File: config.mk
export PLATFORM = sky130hd
export DESIGN_NAME = score_table_ranker
export DESIGN_NICKNAME = d
export VERILOG_FILES = /design/src/rtl/score_table_ranker_pkg.sv /design/src/rtl/score_table_ranker_bcd_gt.sv /design/src/rtl/score_table_ranker.sv
export SDC_FILE = /design/constraint.sdc
export NUM_CORES = 1
export LEC_CHECK = 0
export CAP_MARGIN = 0
export CORE_MARGIN = 10
export CORE_UTILIZATION = 45
export DETAILED_ROUTE_END_ITERATION = 7
export PLACE_DENSITY_LB_ADDON = 0.15
export RECOVER_POWER = 100
export SETUP_SLACK_MARGIN = 0.1
export SLEW_MARGIN = 20
export SYNTH_ARGS = -nofsm -noshare
export SYNTH_HDL_FRONTEND = slang
export SYNTH_SLANG_ARGS = --single-unit
File: constraint.sdc
create_clock -name clk -period 3.4 [get_ports clk]
set_input_delay 0.68 -clock clk [delete_from_list [all_inputs] [get_ports clk]]
set_output_delay 0.68 -clock clk [all_outputs]
set_load 0.02 [all_outputs]
File: src/rtl/score_table_ranker_pkg.sv
// Shared types and constants for the score_table_ranker high-score table.
package score_table_ranker_pkg;

    typedef enum logic [2:0] {
        ST_IDLE  = 3'd0,
        ST_CHECK = 3'd1,
        ST_SCAN  = 3'd2,
        ST_SHIFT = 3'd3,
        ST_WRITE = 3'd4
    } state_t;

    localparam logic [3:0] BCD_MAX = 4'd9;

    function automatic logic bcd_digit_ok(input logic [3:0] d);
        return (d <= BCD_MAX);
    endfunction

endpackage

File: src/rtl/score_table_ranker_bcd_gt.sv
// Combinational BCD compare (a > b, most significant digit first) plus a digit-range check on a.
module score_table_ranker_bcd_gt
    import score_table_ranker_pkg::*;
#(
    parameter int DIGITS = 2,
    localparam int SW    = 4 * DIGITS
) (
    input  logic [SW-1:0] a,
    input  logic [SW-1:0] b,
    output logic          a_gt_b,
    output logic          a_valid
);

    logic decided_s;

    // Walk digits from the top; the first unequal digit decides the order.
    always_comb begin
        a_gt_b    = 1'b0;
        a_valid   = 1'b1;
        decided_s = 1'b0;
        for (int k = DIGITS - 1; k >= 0; k--) begin
            a_valid = a_valid & bcd_digit_ok(a[4*k +: 4]);
            if (!decided_s && (a[4*k +: 4] > b[4*k +: 4])) begin
                a_gt_b    = 1'b1;
                decided_s = 1'b1;
            end else if (!decided_s && (a[4*k +: 4] < b[4*k +: 4])) begin
                decided_s = 1'b1;
            end else begin
                decided_s = decided_s;
            end
        end
    end

endmodule

File: src/rtl/score_table_ranker.sv
// Sorted high-score table: validated submissions are scanned in, the tail shifted down
// one entry per cycle, then written at their rank.
module score_table_ranker
    import score_table_ranker_pkg::*;
#(
    parameter int DEPTH  = 4,
    parameter int ID_W   = 3,
    parameter int DIGITS = 2,
    localparam int AW    = $clog2(DEPTH),
    localparam int SW    = 4 * DIGITS
) (
    input  logic            clk,
    input  logic            rst,
    input  logic            clear,
    input  logic            sub_valid,
    output logic            sub_ready,
    input  logic [ID_W-1:0] sub_id,
    input  logic            sub_guest,
    input  logic [SW-1:0]   sub_score,
    output logic            sub_err,
    input  logic [AW-1:0]   rd_addr,
    output logic [ID_W-1:0] rd_id,
    output logic [SW-1:0]   rd_score,
    output logic            rd_hit,
    output logic [ID_W-1:0] top_id,
    output logic [SW-1:0]   top_score,
    output logic [AW:0]     count,
    output logic            busy
);

    state_t                     state_q, state_d;
    logic [AW-1:0]              idx_q, idx_d, pos_q, pos_d, idx_m1_s;
    logic [ID_W-1:0]            new_id_q, new_id_d;
    logic [SW-1:0]              new_score_q, new_score_d;
    logic                       new_guest_q, new_guest_d;
    logic [DEPTH-1:0]           valid_q, valid_d;
    logic [DEPTH-1:0][ID_W-1:0] id_q, id_d;
    logic [DEPTH-1:0][SW-1:0]   score_q, score_d;
    logic [AW:0]                count_q, count_d;
    logic                       sub_err_q, sub_err_d;
    logic [ID_W-1:0]            rd_id_q, rd_id_d;
    logic [SW-1:0]              rd_score_q, rd_score_d;
    logic                       rd_hit_q, rd_hit_d;
    logic                       new_gt_s, new_ok_s;

    // One comparator serves both the CHECK digit test and the SCAN ordering test.
    score_table_ranker_bcd_gt #(.DIGITS(DIGITS)) u_bcd_gt (
        .a       (new_score_q),
        .b       (score_q[idx_q]),
        .a_gt_b  (new_gt_s),
        .a_valid (new_ok_s)
    );

    assign idx_m1_s  = idx_q - AW'(1);
    assign sub_ready = rst & (state_q == ST_IDLE) & ~clear;
    assign busy      = (state_q != ST_IDLE);
    assign top_id    = id_q[0];
    assign top_score = score_q[0];
    assign count     = count_q;
    assign sub_err   = sub_err_q;
    assign rd_id     = rd_id_q;
    assign rd_score  = rd_score_q;
    assign rd_hit    = rd_hit_q;

    // Next-state logic for the FSM, the table and the read port.
    always_comb begin
        state_d     = state_q;
        idx_d       = idx_q;
        pos_d       = pos_q;
        new_id_d    = new_id_q;
        new_score_d = new_score_q;
        new_guest_d = new_guest_q;
        valid_d     = valid_q;
        id_d        = id_q;
        score_d     = score_q;
        count_d     = count_q;
        sub_err_d   = 1'b0;
        rd_id_d     = id_q[rd_addr];
        rd_score_d  = score_q[rd_addr];
        rd_hit_d    = ({1'b0, rd_addr} < count_q);
        case (state_q)
            ST_IDLE: begin
                if (clear) begin
                    valid_d = '0;
                    count_d = '0;
                end else if (sub_valid) begin
                    new_id_d    = sub_id;
                    new_score_d = sub_score;
                    new_guest_d = sub_guest;
                    state_d     = ST_CHECK;
                end else begin
                    state_d = ST_IDLE;
                end
            end
            ST_CHECK: begin
                if (new_guest_q) begin
                    state_d = ST_IDLE;
                end else if (!new_ok_s) begin
                    sub_err_d = 1'b1;
                    state_d   = ST_IDLE;
                end else begin
                    idx_d   = '0;
                    state_d = ST_SCAN;
                end
            end
            ST_SCAN: begin
                // Strict compare: an equal score keeps scanning, so it lands below the tie.
                if (!valid_q[idx_q] || new_gt_s) begin
                    pos_d = idx_q;
                    if (idx_q == AW'(DEPTH - 1)) begin
                        state_d = ST_WRITE;
                    end else begin
                        idx_d   = AW'(DEPTH - 1);
                        state_d = ST_SHIFT;
                    end
                end else if (idx_q == AW'(DEPTH - 1)) begin
                    state_d = ST_IDLE;
                end else begin
                    idx_d = idx_q + AW'(1);
                end
            end
            ST_SHIFT: begin
                valid_d[idx_q] = valid_q[idx_m1_s];
                id_d[idx_q]    = id_q[idx_m1_s];
                score_d[idx_q] = score_q[idx_m1_s];
                if (idx_q == pos_q + AW'(1)) begin
                    state_d = ST_WRITE;
                end else begin
                    idx_d = idx_m1_s;
                end
            end
            ST_WRITE: begin
                valid_d[pos_q] = 1'b1;
                id_d[pos_q]    = new_id_q;
                score_d[pos_q] = new_score_q;
                if (count_q != (AW + 1)'(DEPTH)) begin
                    count_d = count_q + (AW + 1)'(1);
                end else begin
                    count_d = count_q;
                end
                state_d = ST_IDLE;
            end
            default: state_d = ST_IDLE;
        endcase
    end

    // State and table registers; reset drops any in-flight submission.
    always_ff @(posedge clk or negedge rst) begin
        if (!rst) begin
            state_q     <= ST_IDLE;
            idx_q       <= '0;
            pos_q       <= '0;
            new_id_q    <= '0;
            new_score_q <= '0;
            new_guest_q <= 1'b0;
            valid_q     <= '0;
            id_q        <= '0;
            score_q     <= '0;
            count_q     <= '0;
            sub_err_q   <= 1'b0;
            rd_id_q     <= '0;
            rd_score_q  <= '0;
            rd_hit_q    <= 1'b0;
        end else begin
            state_q     <= state_d;
            idx_q       <= idx_d;
            pos_q       <= pos_d;
            new_id_q    <= new_id_d;
            new_score_q <= new_score_d;
            new_guest_q <= new_guest_d;
            valid_q     <= valid_d;
            id_q        <= id_d;
            score_q     <= score_d;
            count_q     <= count_d;
            sub_err_q   <= sub_err_d;
            rd_id_q     <= rd_id_d;
            rd_score_q  <= rd_score_d;
            rd_hit_q    <= rd_hit_d;
        end
    end

endmodule

==> results of run 1 <==
==> layer usage <==
layer | vias to the layer above | wire (um)
met3 | 25 | 1160
met1 | 1757 | 5100
met5 | - | 0
met4 | 0 | 356
met2 | 180 | 5630
li1 | 1597 | -
==> registers in the layout, summed over array words and instances, names as in the netlist <==
| signal | flops |
|---|---|
| score_q | 24 |
| id_q | 9 |
| new_score_q | 8 |
| rd_score | 8 |
| top_score | 8 |
| valid_q | 4 |
| count | 3 |
| new_id_q | 3 |
| rd_id | 3 |
| state_q | 3 |
| top_id | 3 |
| idx_q | 2 |
| pos_q | 2 |
| new_guest_q | 1 |
| rd_hit | 1 |
| sub_err | 1 |
==> power by group <==
part / total (uW) / internal [uW] / switching, uW
logic: 1920 / 916 / 1010
clock network: 811 / 450 / 361
registers: 1790 / 1350 / 445
==> final cells by class <==
| type | instances | area (sq um) |
|---|---|---|
| clock buffers | 11 | 151 |
| multi-input cells | 278 | 2290 |
| inverters | 26 | 97.6 |
| well taps | 136 | 170 |
| repair buffers | 62 | 559 |
| clock inverters | 5 | 75.1 |
| fillers | 948 | 4860 |
| flip-flops and latches | 83 | 2080 |
==> synthesized netlist by cell type, types with 4 or more instances <==
cell and number:
mux2_4 9, and3_1 9, mux2_2 4, dfrtp_1 83, a21oi_1 12, nand2_1 78
o21ai_0 10, mux4_2 31, inv_1 25, nor2_1 9, o21ai_1 11, ha_1 19
buf_2 11, buf_4 12, a22oi_1 44, a21o_1 4
==> cells in the final DEF (no fill, tap or decap), drive strengths merged, types with 3 or more instances in the layout <==
cell type	count
dfrtp	83
nand2	80
a22oi	44
mux4	31
dlygate4sd3	30
inv	26
o21ai	21
ha	19
clkbuf	17
clkdlybuf4s50	15
mux2	13
a21oi	12
buf	11
nor2	11
and3	9
a21o	4
mux2i	3
o211ai	3
clkinv	3
==> cells by family after synthesis <==
| kind of cell | share of synthesized area |
|---|---|
| and+or+nand+nor | 0.109 |
| AOI/OAI and AO/OA | 0.140 |
| DFF | 0.441 |
| buffers and inverters | 0.0634 |
| muxes | 0.193 |
| adders and majority gates | 0.0504 |
| xor gates and xnor gates | 0.00372 |
==> worst paths after layout <==
path	slack [ns]	start	to	cells after the start
max reg2reg	0.39	idx_q[1]	score_q[14]	6
min in group asynchronous	0.90	rst	id_q[5]	2
min	0.51	new_guest_q	new_guest_q	1
max in group asynchronous	0.92	rst	top_id[2]	3
min reg2reg	0.51	new_guest_q	new_guest_q	1
max	0.39	idx_q[1]	score_q[14]	6
==> per-stage QoR <==
step                      utilization  setup slack [ns]  power [uW]  instance area, sq um
after floorplan                     -             0.979        3220                  4710
after global placement          0.512             0.630        3840                  5260
final                           0.527             0.391        4520                  5420
after CTS                       0.534             0.486        4680                  5490
after detailed placement        0.512             0.518        3870                  5260
after global routing            0.527             0.172        4850                  5420
==> summary.md, run 1 <==
| Metric | Value |
|---|---|
| Cell Pwr Density | `835 mW/mm^2` |
| Clock sinks | `83` |
| DP Cell Count | `585` |
| Leak | `0.00257 uW` |
| Worst path top cell family by delay | `flip-flops` |
| Worst-path clk slew | `0.09 ns` |
| Slowest cell delay on critical path | `0.85 ns` |
| CTS tree | `built` |
| Syn. warnings | `0` |
| Post-DRT Antenna Nets | `0` |
| Routed WL | `between 10 and 15 mm` |
| Met3 GRT Util | `0.0395` |
| NumNets Final | `~500` |
| Cts bufs inserted | `9` |
| Number of synthesized flops with an enable pin | `0` |
| Hold slack | `0.508 ns` |
| Clk_skew | `0.0120 ns` |
| WP data required | `around 3.7 ns` |
| Crit path kind | `reg2reg` |
| P&R area growth vs syn | `14.9%` |
| Cts hold-fix bufs | `0` |
| Met1 Usage GRT | `0.224` |
| Hold crit path type | `reg2reg` |
| Status | `finished, final reports clean` |
| Post-detailed-route via-to-cell ratio | `5.92` |
| Postcts setup bufs | `0` |
| RePlAce Congestion | `~0.86` |
| Post-synthesis cell area | `0.00471 sq mm` |
| Overflow after GRT | `0` |
| Cell Rows | `37` |
| Rel. slew slack | `0.0658` |
| First-pass GRT wire length | `19.6 mm` |
| Crit path cell chain | `inv_1 > ha_1 > clkbuf_1 > mux4_2 > a22oi_1 > nand2_1` |
| Synth area leader | `dfrtp_1` |
| Synth Instances | `419` |
| GRT Resource Usage Total | `0.170` |
| Worst slew pin tran | `1.40 ns` |
| Via count of the first global-routing pass | `3559` |
| CP endpoint kind | `register` |
| Wire per inst | `just over 20 um` |
| Startpoint types | `register` |
| Final period util | `0.885` |
| Die Area | `0.0150 sq mm` |
| GR Layer Usage met2 | `0.260` |
| Hold Vio Cnt, Final | `0` |
| Finished Layout Cells | `601` |
| Clock Latency Late Sink | `0.37 ns` |
| Initial antenna violation count | `0` |
| DRT Pass-1 Iters | `5` |
| First DRT Iteration DRCs | `330` |
| Largest net degree at the start of global routing | `59` |
| Number of cells upsized or downsized after cts | `0` |
| Final min period | `3.01 ns` |
| Synth Register Bits | `83` |
| Diode count | `0` |
| # IOs | `47` |
| VDD IR max | `0.000390 V` |
| Largest cells by area after synthesis | `dfrtp_1, mux4_2, a22oi_1, nand2_1, ha_1` |
| Total negative setup slack | `0 ns` |
| Post-synth top area share | `0.441` |
| # port buffers | `46` |
| Max Fclk | `0.332 GHz` |
| Core area | `0.0103 sq mm` |
| Syn_nets | `roughly 460` |
| RSZ-0062 raised after global routing | `no` |
| Max-cap violations | `0` |
| Sequential-to-total area share from yosys stat | `0.441` |
| CTS Root Cell | `clkbuf_8` |
| Mean Syn Cell Area | `11.3 sq um` |
| WP buf/inv | `2` |
| Die Ht | `122 um` |
| Synth async-reset ratio | `1.00` |
| H-Tree Depth | `3` |
| Synth cell types | `50` |
| Via count | `3559` |
| CP max FO | `14` |
| Layout cells sized above 1 | `0.142` |
| Most used flip-flop cell after synthesis | `dfrtp_1` |
| Grt peak-use layer | `met2` |
| Final setup fails | `0` |
| Starting Density | `0.459` |
| Die width | `122 um` |
| Fin. max-slew vios | `0` |
| Worst path slowest cell | `dfrtp_1` |
| Clock buffer depth | `2` |
| Placed wire-length estimate | `8.31 mm` |
| DRC Markers | `0` |
| Crit path DAT | `about 3.3 ns` |
(Power assumes the default switching activity.)
==> run 2: changes to the inputs <==
Settings changed: HOLD_SLACK_MARGIN set to 0.08.
==> results of run 2 <==
The final DEF is identical to that of run 1; final timing and power are the same.
==> run 3: changes to the inputs <==
Settings changed: ABC_AREA set to 0, CORE_MARGIN 10 to 2.
==> run 3 against run 2 <==
  * The flow now finishes with violations (capacitance limit, slew limit)
  * Combinational power is essentially flat
  * Final area down 0.72%
  * Non-clock buffer count grew 2
  * Critical path depth down 2
  * Via count rose by 0.70%
  * Critical path type is now reg2out
  * Critical endpoint is now sub_ready
  * Largest power group unchanged
  * Highest routed layer unchanged
==> summary.md, run 3 (synthesized netlist as in run 1, its figures left out) <==
| Metric | Value |
|---|---|
| Status | `finished, violations left (was finished, final reports clean)` |
| Failing checks | `capacitance limit, slew limit` |
| Layout cells sized above 1 | `0.143 (was 0.142)` |
| # port buffers | `46 (unchanged)` |
| First DRT Iteration DRCs | `302 (was 330)` |
| Reg with most FFs | `score_q (unchanged)` |
| RSZ-0062 raised after global routing | `no (unchanged)` |
| Die Ht | `106 um (was 122 um)` |
| CTS tree | `built (unchanged)` |
| Cells on Worst Hold Path | `1 (unchanged)` |
| Cell Pwr Density | `813 mW/mm^2 (was 835 mW/mm^2)` |
| Clk_skew | `0.0102 ns (was 0.0120 ns)` |
| Commonest non-fill, non-tap cell in the layout | `dfrtp_1 (unchanged)` |
| Routed WL | `12.1 mm (was 12.2 mm)` |
| Crit path kind | `reg2out (was reg2reg)` |
| Cts bufs inserted | `9 (unchanged)` |
| Min-delay src | `new_guest_q (unchanged)` |
| Leak | `0.00254 uW (was 0.00257 uW)` |
| Number of cells upsized or downsized after cts | `0 (unchanged)` |
| Wire per inst | `20.0 um (was 20.4 um)` |
| Worst r2r dst | `score_q[14] (unchanged)` |
| Die Area | `0.0113 sq mm (was 0.0150 sq mm)` |
| Cell Rows | `37 (unchanged)` |
| Clock Latency Late Sink | `0.36 ns (was 0.37 ns)` |
| First-pass GRT wire length | `19.8 mm (was 19.6 mm)` |
| Cts hold-fix bufs | `0 (unchanged)` |
| Worst-path clk slew | `0.09 ns (about the same)` |
| Hold Vio Cnt, Final | `0 (unchanged)` |
| Max Fclk | `0.338 GHz (was 0.332 GHz)` |
| Total negative setup slack | `0 ns (unchanged)` |
| Reg2Reg Depth | `6 (unchanged)` |
| Hold crit path type | `reg2reg (unchanged)` |
| RePlAce Congestion | `0.901 (was 0.855)` |
| NumNets Final | `499 (was 497)` |
| Hold Path End | `new_guest_q (unchanged)` |
| Max reg flops | `24 (unchanged)` |
| Biggest regs | `score_q (24), id_q (9) (unchanged)` |
| Commonest non-fill, non-tap cells in the layout | `dfrtp_1, nand2_1, a22oi_1 (unchanged)` |
| Largest net degree at the start of global routing | `43 (was 59)` |
| Initial antenna violation count | `0 (unchanged)` |
| GRT Resource Usage Total | `0.230 (was 0.170)` |
| Post-DRT Antenna Nets | `0 (unchanged)` |
| Starting Density | `0.461 (was 0.459)` |
| Final period util | `0.870 (was 0.885)` |
| Overflow after GRT | `0 (unchanged)` |
| Rel. slew slack | `-0.537 (was 0.0658)` |
| Fin area | `0.00538 sq mm (was 0.00542 sq mm)` |
| Worst flop-to-flop path startpoint | `idx_q[1] (unchanged)` |
| CP max FO | `14 (unchanged)` |
| Fin. max-slew vios | `43 (was 0)` |
| Final setup fails | `0 (unchanged)` |
| # IOs | `47 (unchanged)` |
| Die width | `106 um (was 122 um)` |
| R2r setup slk | `0.61 ns (was 0.39 ns)` |
| DRT Pass-1 Iters | `5 (unchanged)` |
| Via count of the first global-routing pass | `3721 (was 3559)` |
| Diode count | `0 (unchanged)` |
| Clock buffer depth | `2 (unchanged)` |
| Worst Setup SP | `state_q[2] (was idx_q[1])` |
| Core area | `0.0102 sq mm (was 0.0103 sq mm)` |
| Max-cap violations | `1 (was 0)` |
| CTS Root Cell | `clkbuf_8 (unchanged)` |
| Clock sinks | `83 (unchanged)` |
| Worst slew pin tran | `2.30 ns (was 1.40 ns)` |
| H-Tree Depth | `3 (unchanged)` |
| CP endpoint kind | `primary output (was register)` |
| Via count | `3584 (was 3559)` |
| Startpoint types | `register (unchanged)` |
| WP data required | `2.72 ns (was 3.65 ns)` |
| P&R area growth vs syn | `14.1% (was 14.9%)` |
| Area post-placement | `0.00528 sq mm (was 0.00526 sq mm)` |
| DRC Markers | `0 (unchanged)` |
| Post-detailed-route via-to-cell ratio | `5.94 (was 5.92)` |
| Postcts setup bufs | `0 (unchanged)` |
| Placed wire-length estimate | `8.00 mm (was 8.31 mm)` |
| Crit path DAT | `2.28 ns (was 3.26 ns)` |
| Final min period | `2.96 ns (was 3.01 ns)` |
| VDD IR max | `0.000365 V (was 0.000390 V)` |
run 3: worst max path at each step:
stage,end,cells after the start
2_1_floorplan,pos_q[0],11
3_3_place_gp,sub_ready,4
3_5_place_dp,sub_ready,4
4_1_cts,sub_ready,4
5_1_grt,new_score_q[2],3
6_report,sub_ready,4
run 3: metal layers:
metal,vias up,track usage,wire (um)
li1,1608,-,-
met1,1784,0.319,5250
met2,167,0.358,5660
met3,25,0.0454,874
met4,0,0.0855,288
met5,-,0,0
run 3: metrics by stage:
step	worst slack, ns	util	instances	total power (uW)	hold slack (ns)
2_1_floorplan	0.979	-	419	3220	0.384
3_3_place_gp	0.722	0.516	587	3830	0.489
3_5_place_dp	0.698	0.516	587	3870	0.495
4_1_cts	0.514	0.533	603	4530	0.453
5_1_grt	0.256	0.526	603	4710	0.549
6_report	0.443	0.526	603	4370	0.498
run 3: power breakdown:
group	switching (uW)	total (uW)	internal (uW)	leakage (uW)
logic	1020	1940	921	0.00135
registers	434	1780	1350	0.00111
clock network	387	656	269	0.0000818
total	1840	4370	2530	0.00254
run 3: area by class of cell:
cell class,instances,area [sq um]
clock buffers,9,124
clock inverters,7,53.8
flip-flops and latches,83,2080
fillers,904,4850
well taps,136,170
multi-input cells,278,2290
inverters,26,97.6
repair buffers,64,567
run 3: critical path: stages, from the launching register on:
cell           delay, ns
dfrtp_1             0.54
or3_1               0.48
nor2_4              0.10
and2_1              0.12
dlygate4sd3_1       0.68
